## config.mk

```make
export PLATFORM = sky130hd
export DESIGN_NAME = matrix_mem_reader
export DESIGN_NICKNAME = d
export VERILOG_FILES = /design/src/rtl/matrix_pkg.sv /design/src/rtl/matrix_addr_gen.sv /design/src/rtl/matrix_mem_reader.sv
export SDC_FILE = /design/constraint.sdc
export NUM_CORES = 1
export LEC_CHECK = 0
export ABC_AREA = 1
export ABC_CLOCK_PERIOD_IN_PS = 4220
export CORE_UTILIZATION = 40
export CTS_BUF_LIST = sky130_fd_sc_hd__clkbuf_8
export DETAILED_ROUTE_END_ITERATION = 16
export DONT_BUFFER_PORTS = 1
export PLACE_DENSITY_LB_ADDON = 0.08
export SYNTH_ARGS = -nofsm -noshare
export SYNTH_HDL_FRONTEND = slang
export SYNTH_SLANG_ARGS = --single-unit
```

## constraint.sdc

```tcl
create_clock -name clk -period 4.22 [get_ports clk]
set_clock_uncertainty 0.1 [all_clocks]
set_input_delay 1.055 -clock clk [delete_from_list [all_inputs] [get_ports clk]]
set_output_delay 1.055 -clock clk [all_outputs]
set_load 0.05 [all_outputs]
```

## src/rtl/matrix_pkg.sv

```systemverilog
// Shared widths and FSM state codes for the matrix data-memory read sequencer.
package matrix_pkg;
  localparam int DATA_W = 32;
  localparam int ADDR_W = 7;
  localparam int DEPTH  = 100;
  localparam int DIM_W  = 4;
  localparam int EXT_W  = ADDR_W + DIM_W;

  typedef logic [1:0] state_t;
  localparam state_t ST_IDLE  = 2'd0;
  localparam state_t ST_RUN   = 2'd1;
  localparam state_t ST_DRAIN = 2'd2;
endpackage

```

## src/rtl/matrix_addr_gen.sv

```systemverilog
// Multiplier-free address walker for an RxC row-major matrix: running pointer,
// r/c counters, column-start register, last-element detect and bounds check.
module matrix_addr_gen
  import matrix_pkg::*;
(
  input  logic              clk,
  input  logic              rst,
  input  logic              i_init,
  input  logic              i_step,
  input  logic [ADDR_W-1:0] i_base,
  input  logic [DIM_W-1:0]  i_rows,
  input  logic [DIM_W-1:0]  i_cols,
  input  logic              i_col_major,
  output logic              o_ok,
  output logic [ADDR_W-1:0] o_ptr,
  output logic [ADDR_W-1:0] o_base,
  output logic              o_last
);
  logic [EXT_W-1:0]  w_end;
  logic [ADDR_W-1:0] r_ptr;
  logic [ADDR_W-1:0] r_base;
  logic [ADDR_W-1:0] r_col_start;
  logic [DIM_W-1:0]  r_rows;
  logic [DIM_W-1:0]  r_cols;
  logic [DIM_W-1:0]  r_r;
  logic [DIM_W-1:0]  r_c;
  logic              r_col_major;
  logic              w_r_wrap;
  logic              w_c_wrap;

  // Wide end-address check; once it passes, every pointer value fits ADDR_W.
  assign w_end = EXT_W'(i_base) + EXT_W'(i_rows) * EXT_W'(i_cols);
  assign o_ok  = (i_rows != '0) && (i_cols != '0) && (w_end <= EXT_W'(DEPTH));

  assign w_r_wrap = (r_r == r_rows - DIM_W'(1));
  assign w_c_wrap = (r_c == r_cols - DIM_W'(1));
  assign o_last   = w_r_wrap && w_c_wrap;
  assign o_ptr    = r_ptr;
  assign o_base   = r_base;

  always_ff @(posedge clk) begin
    if (rst) begin
      r_ptr       <= '0;
      r_base      <= '0;
      r_col_start <= '0;
      r_rows      <= '0;
      r_cols      <= '0;
      r_r         <= '0;
      r_c         <= '0;
      r_col_major <= 1'b0;
    end else if (i_init) begin
      r_ptr       <= i_base;
      r_base      <= i_base;
      r_col_start <= i_base;
      r_rows      <= i_rows;
      r_cols      <= i_cols;
      r_r         <= '0;
      r_c         <= '0;
      r_col_major <= i_col_major;
    end else if (i_step) begin
      if (r_col_major) begin
        if (w_r_wrap) begin
          r_r         <= '0;
          r_c         <= r_c + DIM_W'(1);
          r_col_start <= r_col_start + ADDR_W'(1);
          r_ptr       <= r_col_start + ADDR_W'(1);
        end else begin
          r_r   <= r_r + DIM_W'(1);
          r_ptr <= r_ptr + ADDR_W'(r_cols);
        end
      end else begin
        r_ptr <= r_ptr + ADDR_W'(1);
        if (w_c_wrap) begin
          r_c <= '0;
          r_r <= r_r + DIM_W'(1);
        end else begin
          r_c <= r_c + DIM_W'(1);
        end
      end
    end
  end
endmodule

```

## src/rtl/matrix_mem_reader.sv

```systemverilog
// Streams an RxC matrix from a combinational-read memory in row- or column-major
// order over valid/ready; FSM and output register live here, addressing in matrix_addr_gen.
module matrix_mem_reader
  import matrix_pkg::*;
(
  input  logic              clk,
  input  logic              rst,
  input  logic              i_start,
  input  logic [ADDR_W-1:0] i_base,
  input  logic [DIM_W-1:0]  i_rows,
  input  logic [DIM_W-1:0]  i_cols,
  input  logic              i_col_major,
  output logic [ADDR_W-1:0] o_mem_addr,
  input  logic [DATA_W-1:0] i_mem_rdata,
  output logic [DATA_W-1:0] o_out_data,
  output logic              o_out_valid,
  input  logic              i_out_ready,
  output logic              o_out_last,
  output logic              o_busy,
  output logic              o_done,
  output logic              o_err
);
  state_t            r_state;
  logic [DATA_W-1:0] r_out_data;
  logic              r_out_valid;
  logic              r_out_last;
  logic              r_busy;
  logic              r_done;
  logic              r_err;
  logic              w_idle_start;
  logic              w_accept;
  logic              w_reject;
  logic              w_load;
  logic              w_ok;
  logic              w_last;
  logic [ADDR_W-1:0] w_ptr;
  logic [ADDR_W-1:0] w_base;

  // A start coinciding with the done pulse is not taken; it must come a cycle later.
  assign w_idle_start = (r_state == ST_IDLE) && i_start && !r_done;
  assign w_accept     = w_idle_start && w_ok;
  assign w_reject     = w_idle_start && !w_ok;
  assign w_load       = (r_state == ST_RUN) && (!r_out_valid || i_out_ready);

  matrix_addr_gen u_addr_gen (
    .clk         (clk),
    .rst         (rst),
    .i_init      (w_accept),
    .i_step      (w_load),
    .i_base      (i_base),
    .i_rows      (i_rows),
    .i_cols      (i_cols),
    .i_col_major (i_col_major),
    .o_ok        (w_ok),
    .o_ptr       (w_ptr),
    .o_base      (w_base),
    .o_last      (w_last)
  );

  always_ff @(posedge clk) begin
    if (rst) begin
      r_state     <= ST_IDLE;
      r_out_data  <= '0;
      r_out_valid <= 1'b0;
      r_out_last  <= 1'b0;
      r_busy      <= 1'b0;
      r_done      <= 1'b0;
      r_err       <= 1'b0;
    end else begin
      r_done <= 1'b0;
      r_err  <= 1'b0;
      case (r_state)
        ST_IDLE: begin
          if (w_accept) begin
            r_state <= ST_RUN;
            r_busy  <= 1'b1;
          end else if (w_reject) begin
            r_err <= 1'b1;
          end
        end
        ST_RUN: begin
          if (w_load) begin
            r_out_data  <= i_mem_rdata;
            r_out_valid <= 1'b1;
            r_out_last  <= w_last;
            if (w_last) r_state <= ST_DRAIN;
          end
        end
        ST_DRAIN: begin
          if (i_out_ready) begin
            r_out_valid <= 1'b0;
            r_out_last  <= 1'b0;
            r_done      <= 1'b1;
            r_busy      <= 1'b0;
            r_state     <= ST_IDLE;
          end
        end
        default: r_state <= ST_IDLE;
      endcase
    end
  end

  assign o_mem_addr  = (r_state == ST_RUN) ? w_ptr : w_base;
  assign o_out_data  = r_out_data;
  assign o_out_valid = r_out_valid;
  assign o_out_last  = r_out_last;
  assign o_busy      = r_busy;
  assign o_done      = r_done;
  assign o_err       = r_err;
endmodule

```

## Word level (Yosys, flattened, before mapping)

Index checks and enable logic that the tools add are counted.

- Muxes and demuxes: 29
- $mul: 1
- Eq/ne operators: 9
- Reduce and logical (&&, ||, !) cells: 31
- $add $sub $neg: 8
- Order comparisons: 1
- Bitwise gates (word level): 2

Operators with widths:

| kind | number |
|---|---|
| $mux 7 | 9 |
| $mux 4 | 6 |
| $add 7x1->7 const B | 2 |
| $reduce_bool 2->1 | 6 |
| $le 11x7->1 const B | 1 |
| $add 7x8->9 | 1 |
| $reduce_and 3->1 | 3 |
| $add 4x1->4 const B | 2 |
| $eq 4x4->1 | 2 |
| $logic_and 1x1->1 | 8 |
| $mul 4x4->8 | 1 |
| $mux 2 | 4 |
| $reduce_bool 4->1 | 2 |
| $sub 4x1->4 const B | 2 |
| $add 7x4->7 | 1 |
| $mux 1 | 6 |
| $ne 2x2->1 const B | 3 |
| $pmux 1 s2 | 3 |
| $pmux 2 s3 | 1 |
| $reduce_and 2->1 | 3 |
| $ne 2x1->1 const B | 2 |
| $reduce_and 4->1 | 1 |
| $reduce_or 2->1 | 2 |
| $logic_not 1->1 | 3 |
| other kinds (6) | 7 |

- Input bits: 52
- Output and inout bits: 44
- Logic and storage cells: 96
- Flip-flop bits (word level): 77

## Longest topological paths before layout

Gate-level depths: netlist of the first run.

- Depth in word-level cells: 7
- Mapped depth: 24

## Modules after synthesis

A second synthesis of the first run with hierarchy kept.

- Cells, all modules: 675
- Area, all modules: 4709.5 µm²

By module, submodules not included:

| module | cells each | times used | seq. area each (µm²) | area each (µm²) |
|---|---|---|---|---|
| matrix_addr_gen | 478 | 1 | 760.7 | 3214.3 |
| matrix_mem_reader | 197 | 1 | 780.7 | 1495.2 |

## Worst setup path after synthesis of the first run

No wires, ideal clock.

- Path type: input -> register
- Start point: in i_cols[3]
- End point: reg u_addr_gen.r_ptr[2], in the netlist u_addr_gen.o_ptr[2]
- Arrival time: 4.117 ns
- Required time: 3.999 ns
- Stages: 21
- Path slack: -0.118 ns
- Setup time: 0.121 ns
- Cell sequence: nand2_1 -> fa_1 -> fa_1 -> inv_1 -> fa_1 -> ha_1 -> nand2_1 -> nor2_1 -> nand2_1 -> nand3_1 -> nand2_1 -> nand2_1 -> nor2_1 -> nor2_2 -> nand3_2 -> buf_6 -> nand2_4 -> inv_2 -> buf_6 -> nand2_1 -> nand3_1

- Cells in the longest elaborated chain, start to end: 6
- Elaborated cells between the ends (all ways): 9
- Classes of those cells: add/sub: 1; mul: 1; order compare: 1; mux: 1; reduce/logical: 5

RTL lines:

| what | line | source |
|---|---|---|
| start, declared | matrix_mem_reader.sv:11 | `input logic [DIM_W-1:0] i_cols,` |
| $mul 4x4->8 | matrix_addr_gen.sv:32 | `assign w_end = EXT_W'(i_base) + EXT_W'(i_rows) * EXT_W'(i_cols);` |
| $add 7x8->9 | matrix_addr_gen.sv:32 |  |
| $le 11x7->1 | matrix_addr_gen.sv:33 | `assign o_ok = (i_rows != '0) && (i_cols != '0) && (w_end <= EXT_W'(DEPTH));` |
| $logic_and 1x1->1 * | matrix_addr_gen.sv:33 |  |
| $logic_and 1x1->1 * | matrix_mem_reader.sv:41 | `assign w_accept = w_idle_start && w_ok;` |
| $mux 7 or $reduce_bool 2->1 (tied branches) | - |  |
| end signal, assigned | matrix_addr_gen.sv:52 | `r_ptr <= i_base;` |
| end signal, assigned | matrix_addr_gen.sv:66 | `r_ptr <= r_col_start + ADDR_W'(1);` |
| end signal, assigned | matrix_addr_gen.sv:69 | `r_ptr <= r_ptr + ADDR_W'(r_cols);` |
| end, declared | matrix_addr_gen.sv:20 | `logic [ADDR_W-1:0] r_ptr;` |

Mark *: on every way between the ends. The rest lies on a longest branch, timed or not.
A chain may end at the register's enable or synchronous reset.

## Worst setup path in the final report of the first run

- Start point: in i_cols[2]
- End point: reg u_addr_gen.r_ptr[0], in the netlist u_addr_gen.o_ptr[0]

Same word-level chain as after synthesis.

==> flow_summary.json, run 1 <==
{
  "status": "completed",
  "ir_worst_vdd_v": 0.0002766,
  "slew_violations": 0,
  "cts_tree": "done",
  "dp.cells": 802,
  "dpl-instance-area_sq_um": 4815,
  "synth_top_family_by_area": "simple AND/OR/NAND/NOR gates",
  "place_ws_ns": -0.3157,
  "power.density_nw_per_um2": 601.5,
  "synth_compound_area_share_pct": 8.605,
  "syn_inst": 664,
  "via_per_inst": 4.922,
  "htreeDepth": 3,
  "cts_resized": 0,
  "rr_startpoint": "o_done",
  "row_count": 38,
  "postRouteAntennaNets": 0,
  "path_common_cell": "nand2_2",
  "ys_seq_area_share_pct": 33.98,
  "synthMuxAreaShare_pct": 0,
  "nFillCells": 1165,
  "port_buffers": 0,
  "drive_gt1_share_pct": 9.706,
  "grt_overflow_total": 0,
  "synth_edf_count": 0,
  "worst_skew_pair.late_latency_ns": 0.38,
  "report.final.setup_viol": 0,
  "critPathMaxFanout": 9,
  "dieHeight_microns": 108.5,
  "final.min_clock_period_ns": 4.087,
  "startpoint_type": "primary input",
  "fin_crit_sh_pct": 96.85,
  "max_freq_ghz": 0.2447,
  "highest_layer": "met4",
  "critical-path-max-stage-delay_ns": 0.56,
  "relSlewSlack_pct": 20.12,
  "die_w_microns": 108.5,
  "yosys.area_share.simple_pct": 30.92,
  "critPathTopFamily": "adder cells",
  "route.met2.wl_mm": 5.406,
  "wl_met3_microns": 685,
  "antenna_found_initial": 0,
  "root_buffer": "clkbuf_8",
  "place_hpwl_mm": 8.717,
  "die_area_sq_um": 11770,
  "area_growth_pct": 13.27,
  "grt_max_degree": 45,
  "arrival_ns": 4.24,
  "drcViolationCount": 0,
  "grt_usage_pct": 20.23,
  "critPathRequiredTime_ns": 4.38,
  "place_congestion": 0.8721,
  "grt_pass1_wl_mm": 18.24,
  "yosys_warnings": 0,
  "vias": 4036,
  "syn_area_sq_um": 4537,
  "crit_chain": "nand2_2 -> fa_1 -> fa_1 -> inv_2 -> fa_2 -> ha_4 -> nand2_2 -> nand2_2 -> inv_1 -> nand2_1 -> nand2_1 -> nand3_2 -> nand2_2 -> nor2_2 -> nor2_4 -> nand3_4 -> buf_12 -> buf_4 -> nand4_1 -> nand3_1",
  "path_class": "in -> reg",
  "grt_pass1_vias": 3823,
  "hp-class": "reg -> reg",
  "clkSlewWorstSetupHoldPaths_ns": 0.08,
  "cp-startpoint": "i_cols[2]",
  "cpMaxStageDelayCell": "fa_2",
  "dr.pass1.iters": 4,
  "final_core_util_pct": 46.99,
  "stdcell_area_sq_um": 5139,
  "p_leak_nw": 2.459,
  "synth_xor_area_share_pct": 4.440,
  "ys_ff_latch": 77,
  "start_util_pct": 41.49,
  "instances_no_fill": 820,
  "synth_nets": 752,
  "fin_nets": 763,
  "hold_start": "u_addr_gen.o_base[6]",
  "clkSinkCount": 77,
  "wirelength_mm": 11.44,
  "m1WireLength_mm": 5.180,
  "synth_area_per_cell_sq_um": 6.833,
  "cts_setup_buffers": 0,
  "worstSetupEndpointType": "register",
  "io_pins": 96,
  "synth-main-ff-cell": "dfxtp_1",
  "core_area_sq_um": 10940,
  "synth_fa_ha_area_share_pct": 11.58,
  "fin_ws_ns": 0.1331,
  "cts_buffer_depth": 2,
  "yosysUniqueCellTypes": 32,
  "tightest_slew_ns": 1.187,
  "path_buf_inv": 4,
  "async_reset_ff_share_pct": 0,
  "diodes": 0,
  "holdWs_ns": 0.3505,
  "drv_cap": 0,
  "hold_viol_final": 0,
  "drt_iter0_markers": 212,
  "cts_made_buffers": 9,
  "detail_route.wl_per_cell_microns": 13.95,
  "hold_buffers": 0
}
==> cells in the final DEF (no fill, tap or decap), drive strengths merged <==
cell type and count:
a21oi 19, a22oi 2, a31oi 1, buf 20
bufinv 1, clkbuf 11, clkinv 2, clkinvlp 2
dfxtp 77, fa 10, ha 26, inv 101
nand2 155, nand2b 1, nand3 52, nand3b 2
nand4 18, nor2 98, nor3 3, nor4 2
o211ai 1, o21ai 51, o21bai 1, or2 1
xnor2 9, xor2 14
==> worst reg2reg max path: cells and delay by family (launching register included) <==
kind / cells / cell delay (ns)
AND/OR/NAND/NOR: 5 / 1.60
flip-flops: 1 / 0.49
buffers and inverters: 2 / 0.26
==> final timing paths <==
kind                                     to  slack [ns]  depth (start not counted)
setup / recovery        u_addr_gen.o_ptr[0]        0.13                         20
hold / removal         u_addr_gen.o_base[6]        0.35                          2
setup reg to reg  u_addr_gen.r_col_start[5]        1.72                          7
hold reg to reg        u_addr_gen.o_base[6]        0.35                          2
==> kinds of logic after synthesis <==
logic type,after synthesis
adder cells (fa/ha/maj),36
AO/OA/AOI/OAI,75
buffers and inverters,121
AND/OR/NAND/NOR,332
XOR/XNOR,23
flip-flops,77
==> cells in the mapped netlist, types with 2 or more instances <==
library cell | count | area (sq um)
nand2_1 | 153 | 574.3
inv_1 | 96 | 360.4
nor2_1 | 96 | 360.4
dfxtp_1 | 77 | 1541
nand3_1 | 51 | 255.2
o21ai_0 | 50 | 250.2
ha_1 | 26 | 325.3
a21oi_1 | 19 | 95.09
nand4_1 | 18 | 112.6
clkbuf_1 | 14 | 52.55
xor2_1 | 14 | 122.6
fa_1 | 10 | 200.2
xnor2_1 | 9 | 78.83
buf_2 | 5 | 25.02
inv_2 | 3 | 11.26
nor3_1 | 3 | 15.01
a22oi_1 | 2 | 15.01
buf_6 | 2 | 22.52
nand3b_1 | 2 | 15.01
nor4_1 | 2 | 12.51
==> state kept, by name, summed over array words and instances, names as in the netlist, 2 cells and up <==
register and flops:
u_addr_gen.r_cols 4, u_addr_gen.o_base 7, u_addr_gen.r_c 4, o_out_data 32, u_addr_gen.r_r 4, u_addr_gen.r_col_start 7, r_state 2, u_addr_gen.r_rows 4
u_addr_gen.o_ptr 7
==> power breakdown <==
| part | leakage [nW] | switching, mW | total [mW] | internal (mW) |
|---|---|---|---|---|
| clock | 0.0972 | 0.292 | 0.566 | 0.275 |
| sequential | 0.629 | 0.452 | 1.35 | 0.900 |
| combinational | 1.73 | 0.711 | 1.17 | 0.462 |
| total | 2.46 | 1.45 | 3.09 | 1.64 |
==> per-stage QoR <==
step,setup TNS [ns],power [mW]
floorplan,-0.02357,2.164
global placement,-6.971,2.439
detailed placement,-7.340,2.463
CTS,0,3.038
global route,-0.008177,3.339
finish,0,3.091
==> layout make-up <==
type / count / area [sq um] / area share, %
multi-input combinational: 466 / 2621 / 51.01
timing repair buffer: 22 / 225.2 / 4.383
clock buffer: 9 / 123.9 / 2.411
inverter: 99 / 376.6 / 7.329
tap: 140 / 175.2 / 3.409
sequential: 77 / 1541 / 30.00
clock inverter: 7 / 75.07 / 1.461
==> per-layer routing <==
layer / global-route usage (%) / up-vias
li1: - / 2119
met1: 24.90 / 1822
met2: 32.82 / 82
met3: 6.510 / 13
met4: 7.529 / 0
met5: 0 / -
(Power assumes the default switching activity.)
==> inputs of run 2 (changes only) <==
--- a/config.mk
+++ b/config.mk
@@ -6,7 +6,8 @@
 export NUM_CORES = 1
 export LEC_CHECK = 0
 export ABC_AREA = 1
-export ABC_CLOCK_PERIOD_IN_PS = 4220
+export ABC_CLOCK_PERIOD_IN_PS = 3600
+export CORE_MARGIN = 2
 export CORE_UTILIZATION = 40
 export CTS_BUF_LIST = sky130_fd_sc_hd__clkbuf_8
 export DETAILED_ROUTE_END_ITERATION = 16
==> constraint.sdc (replaced) <==
create_clock -name clk -period 3.6 [get_ports clk]
set_clock_uncertainty 0.1 [all_clocks]
set_input_delay 0.9 -clock clk [delete_from_list [all_inputs] [get_ports clk]]
set_output_delay 0.9 -clock clk [all_outputs]
set_load 0.05 [all_outputs]
==> run 2 against run 1 <==
The run now ends with setup timing left. Core utilization is 2.7 points higher. Die area grew 3.7%. Critical path depth is the same. Clock-buffer cell count did not move. Global-route usage is 1.2 points lower. Worst setup slack worse by 0.45 ns. Sequential share of layout area down 1.6 points. Clock power rose by 17%. Register-to-register slack worse by 0.63 ns. Wire length rose by 4.2%. Largest cell class unchanged.
==> flow_summary.json, run 2 (synthesized netlist as in run 1, its figures left out) <==
{
  "relSlewSlack_pct": 30.89,
  "postRouteAntennaNets": 0,
  "r2r_cells": 15,
  "critPathMaxFanout": 6,
  "grt_pass1_vias": 3980,
  "grt_max_degree": 60,
  "row_count": 38,
  "layout_commonest_cell": "nand2_1",
  "cts_buffer_depth": 2,
  "root_buffer": "clkbuf_8",
  "antenna_found_initial": 0,
  "dr.pass1.iters": 4,
  "die_area_sq_um": 12210,
  "nFillCells": 1149,
  "hold_buffers": 0,
  "multiInputGateArea_sq_um": 2814,
  "p_leak_nw": 2.545,
  "critPathRequiredTime_ns": 3.74,
  "grt_pass1_wl_mm": 19.13,
  "arrival_ns": 4.06,
  "drcViolationCount": 0,
  "worstSetupEndpointType": "register",
  "fin_nets": 770,
  "holdWs_ns": 0.3534,
  "grtUsageMet1_pct": 24.33,
  "place_congestion": 0.8916,
  "place_ws_ns": -0.6740,
  "core_area_sq_um": 10940,
  "worst_skew_pair.late_latency_ns": 0.36,
  "fin_crit_sh_pct": 108.9,
  "tightest_slew_ns": 1.030,
  "drive_gt1_share_pct": 17.03,
  "use_met3_pct": 4.885,
  "status": "complete, but fails checks",
  "mostFrequentLayoutCells": "130 x nand2_1, 92 x inv_1, 90 x nor2_1, 77 x dfxtp_1, 40 x nand3_1",
  "hold_viol_final": 0,
  "cts_made_buffers": 9,
  "start_util_pct": 41.49,
  "drt_iter0_markers": 158,
  "final.min_clock_period_ns": 3.919,
  "fin_ws_ns": -0.3186,
  "power.density_nw_per_um2": 703.5,
  "max_freq_ghz": 0.2552,
  "drv_cap": 0,
  "dpl-instance-area_sq_um": 4820,
  "top_usage_layer": "met2",
  "use_met2_pct": 31.70,
  "r2r-end": "u_addr_gen.r_col_start[3]",
  "die_w_microns": 110.5,
  "rr_startpoint": "u_addr_gen.r_rows[0]",
  "finalSetupTns_ns": -10.34,
  "io_pins": 96,
  "vias": 4122,
  "slew_violations": 0,
  "port_buffers": 0,
  "area_growth_pct": 19.66,
  "violations": "setup timing",
  "report.final.setup_viol": 41,
  "seq_area_sq_um": 1541,
  "rsz0062_at_grt": "yes",
  "detail_route.wl_per_cell_microns": 14.42,
  "grt_overflow_total": 0,
  "diodes": 0,
  "path_class": "in -> reg",
  "wirelength_mm": 11.92,
  "min_to": "u_addr_gen.o_base[5]",
  "clkSinkCount": 77,
  "hold_start": "u_addr_gen.o_base[5]",
  "ir_worst_vdd_v": 0.0003608,
  "via_per_inst": 4.984,
  "grt_usage_pct": 19.03,
  "final_core_util_pct": 49.65,
  "stdcell_area_sq_um": 5429,
  "hp-class": "reg -> reg",
  "place_hpwl_mm": 8.618,
  "dieHeight_microns": 110.5,
  "rrSetupSlack_ns": 1.09,
  "hold_depth": 2,
  "startpoint_type": "primary input",
  "largest_reg_flops": 32,
  "clkSlewWorstSetupHoldPaths_ns": 0.08,
  "htreeDepth": 3,
  "cts_tree": "done"
}
==> run 2: final cells by class <==
| class | count | share of cell area, % |
|---|---|---|
| sequential | 77 | 28.39 |
| timing repair buffer | 28 | 5.508 |
| clock buffer | 9 | 2.282 |
| timing repair inverter | 1 | 0.2074 |
| tap | 140 | 3.227 |
| clock inverter | 7 | 1.383 |
| inverter | 99 | 7.168 |
| multi-input combinational | 466 | 51.83 |
==> run 2: power breakdown <==
group          switching [mW]  internal [mW]  leakage (nW)  total (mW)
clock                   0.341          0.324        0.0976       0.665
sequential              0.538           1.05         0.629        1.59
combinational           0.937          0.625          1.82        1.56
total                    1.82           2.00          2.55        3.82
==> run 2: worst max-delay path by stage <==
| stage | cells past startpoint | end | slack [ns] | startpoint |
|---|---|---|---|---|
| finish | 20 | u_addr_gen.o_ptr[5] | -0.32 | i_cols[1] |
| global route | 20 | u_addr_gen.o_ptr[3] | -0.45 | i_cols[1] |
| CTS | 19 | u_addr_gen.r_rows[3] | -0.23 | i_cols[1] |
| detailed placement | 20 | u_addr_gen.r_c[2] | -0.67 | i_cols[1] |
| global placement | 20 | u_addr_gen.r_c[3] | -0.65 | i_cols[1] |
| floorplan | 21 | u_addr_gen.o_ptr[2] | -0.47 | i_cols[1] |
==> run 2: per-layer routing <==
| layer | routed length, microns | share of wire, % |
|---|---|---|
| met3 | 688 | 5.8 |
| met5 | 0 | 0 |
| met1 | 5339 | 45 |
| met2 | 5751 | 48 |
| met4 | 142 | 1.2 |
==> run 2: critical path, stage by stage <==
cell	delay (ns)
nand2_8	0.03
fa_1	0.48
fa_1	0.49
inv_1	0.05
fa_1	0.50
ha_4	0.33
nand2_2	0.06
nor2_2	0.13
nand2_2	0.09
nand3_2	0.06
nand2_1	0.05
nand2_2	0.07
nor2_4	0.04
nor2_4	0.13
nand3_4	0.13
buf_12	0.18
nand2_8	0.10
clkinv_8	0.08
nand2_1	0.06
nand3_1	0.06
==> run 2: what timing repair did <==
item	4_1_cts	5_1_grt
gates resized for setup	8	82
gates cloned	0	4
buffers inserted	1	2
pin swaps	3	20
setup endpoints to repair	40	41
==> run 2: stage by stage <==
step	std cells	power, mW
finish	827	3.819
global route	827	4.104
CTS	821	3.574
detailed placement	804	2.883
global placement	804	2.852
floorplan	664	2.540
==> inputs of run 3 (changes only) <==
--- a/config.mk
+++ b/config.mk
@@ -7,6 +7,7 @@
 export LEC_CHECK = 0
 export ABC_AREA = 1
 export ABC_CLOCK_PERIOD_IN_PS = 3600
+export CORE_ASPECT_RATIO = 1.2
 export CORE_MARGIN = 2
 export CORE_UTILIZATION = 40
 export CTS_BUF_LIST = sky130_fd_sc_hd__clkbuf_8
==> run 3 against run 2 <==
The run still ends with setup timing left. Sequential power barely moved. Power fell by 0.34%. Design area is 1.2% lower. Via count decreased by 0.41%. First-iteration DRC count up 1.3%. Fmax grew 0.15%. Core utilization decreased by 1.0 points. Wire length down 2.0%. Sequential cell count did not move. Clock-buffer cell count increased by 1. Combinational power about the same. Worst hold slack lost 0.0048 ns. Largest cell class unchanged.
==> flow_summary.json, run 3 (synthesized netlist as in run 1, its figures left out) <==
{
  "core_area_sq_um": 11040,
  "status": "complete, but fails checks",
  "power.internal_mw": 2.035,
  "drive_gt1_share_pct": 14.99,
  "die_area_sq_um": 12210,
  "arrival_ns": 4.07,
  "crit_chain": "nand2_8 -> fa_1 -> fa_1 -> inv_2 -> fa_1 -> ha_4 -> nand2_2 -> nand2_2 -> inv_2 -> nand3_1 -> nand3_2 -> nand2_1 -> nor2_2 -> nor2_4 -> nand3_4 -> buf_12 -> buf_6 -> nand3_1 -> nand2_1 -> nand2_1 -> inv_1",
  "multiInputGateArea_sq_um": 2745,
  "htreeDepth": 3,
  "detail_route.wl_per_cell_microns": 14.27,
  "layout_commonest_cell": "nand2_1",
  "fin_crit_sh_pct": 108.7,
  "io_pins": 96,
  "rsz0062_at_grt": "yes",
  "grt_max_degree": 45,
  "clkSinkCount": 77,
  "critPathMaxFanout": 6,
  "final.min_clock_period_ns": 3.913,
  "worst_skew_pair.late_latency_ns": 0.36,
  "antenna_found_initial": 0,
  "finalSetupTns_ns": -9.770,
  "sequentialPowerShare_pct": 41.6,
  "path_class": "in -> reg",
  "dp.cells": 796,
  "slew_violations": 0,
  "dr.pass1.iters": 4,
  "area_growth_pct": 18.26,
  "p_sw_share_pct": 46.52,
  "power_frac_clock_pct": 17.5,
  "holdWs_ns": 0.3487,
  "max_freq_ghz": 0.2556,
  "fin_ws_ns": -0.3126,
  "p_sw_mw": 1.771,
  "grt_overflow_total": 0,
  "hold_buffers": 0,
  "power.density_nw_per_um2": 709.4,
  "tightest_slew_ns": 1.013,
  "seq_area_sq_um": 1541,
  "relSlewSlack_pct": 32.01,
  "root_buffer": "clkbuf_8",
  "hp-class": "reg -> reg",
  "cpMaxStageDelayCell": "fa_1",
  "start_util_pct": 41.11,
  "power.total_mw": 3.806,
  "comb_power_share_pct": 40.9,
  "nFillCells": 1157,
  "diodes": 0,
  "critPathRequiredTime_ns": 3.76,
  "mostFrequentLayoutCells": "137 x nand2_1, 92 x nor2_1, 91 x inv_1, 77 x dfxtp_1, 44 x nand3_1",
  "largest_reg_flops": 32,
  "violations": "setup timing",
  "cts_tree": "done",
  "critical-path-max-stage-delay_ns": 0.52,
  "p_leak_nw": 2.547,
  "via_per_inst": 5.012,
  "place_hpwl_mm": 8.803,
  "grt_usage_pct": 19.27,
  "postRouteAntennaNets": 0,
  "instances_no_fill": 819,
  "vias": 4105,
  "cts_buffer_depth": 2,
  "clkSlewWorstSetupHoldPaths_ns": 0.08,
  "drv_cap": 0,
  "row_count": 42,
  "fin_nets": 770,
  "drt_iter0_markers": 160,
  "grt_pass1_wl_mm": 18.48,
  "port_buffers": 0,
  "drcViolationCount": 0,
  "worstSetupEndpointType": "register",
  "dieHeight_microns": 120.7,
  "ir_worst_vdd_v": 0.0002557,
  "die_w_microns": 101.2,
  "report.final.setup_viol": 41,
  "startpoint_type": "primary input",
  "cts_made_buffers": 9,
  "grt_pass1_vias": 3967,
  "wirelength_mm": 11.69,
  "place_congestion": 0.8447,
  "hold_viol_final": 0
}
[run 3: cell types whose count changed in the layout (fill, tap and decap cells not counted), sizes merged]
| cell | delta |
|---|---|
| clkinvlp | -1 |
| inv | -2 |
| buf | +2 |
| clkinv | +1 |
[run 3: layer usage]
| layer | wire length [microns] | global-route usage [%] |
|---|---|---|
| met2 | 6020 | 35.26 |
| met3 | 704 | 3.699 |
| met1 | 4748 | 21.67 |
| met5 | 0 | 0 |
| met4 | 214 | 7.348 |
[run 3: power by group through the flow]
stage,logic (mW),registers (mW),clock network (mW)
2_1_floorplan,0.990,1.55,0
3_3_place_gp,1.27,1.60,0
3_5_place_dp,1.29,1.60,0
4_1_cts,1.33,1.58,0.691
5_1_grt,1.75,1.61,0.725
6_report,1.56,1.58,0.667
[run 3: cell type report]
class	count	area share, %
Clock inverter	6	1.143
Multi-Input combinational cell	466	51.17
Tap cell	132	3.078
Clock buffer	10	2.565
Sequential cell	77	28.73
Timing Repair Buffer	29	5.877
Inverter	99	7.439
[run 3: worst paths after layout]
kind	endpoint	slack (ns)	from	cells after the start
setup / recovery	u_addr_gen.r_col_start[3]	-0.31	i_cols[1]	21
hold / removal	u_addr_gen.o_base[3]	0.35	u_addr_gen.o_base[3]	2
setup reg to reg	u_addr_gen.r_col_start[4]	1.02	u_addr_gen.r_rows[0]	15
hold reg to reg	u_addr_gen.o_base[3]	0.35	u_addr_gen.o_base[3]	2
[run 3: stage by stage]
stage / cell area, sq um / setup WS, ns / util (%)
after global placement: 4810 / -0.6426 / 43.58
after detailed placement: 4810 / -0.6991 / 43.58
final: 5365 / -0.3126 / 48.62
after CTS: 5054 / -0.2257 / 45.79
after global routing: 5365 / -0.4306 / 48.62
after floorplan: 4571 / -0.4729 / -
[run 3: timing repair]
| item | CTS | global route |
|---|---|---|
| resized for setup | 13 | 67 |
| setup endpoints to repair | 41 | 41 |
| gates cloned | 0 | 3 |
| pin swaps | 2 | 9 |
| setup buffers | 1 | 3 |
[run 3: worst max-delay path: cells and delay by family]
kind	cells	cell delay (ns)
buffers and inverters	5	0.42
adder cells (fa/ha/maj)	4	1.85
AND/OR/NAND/NOR	12	0.89
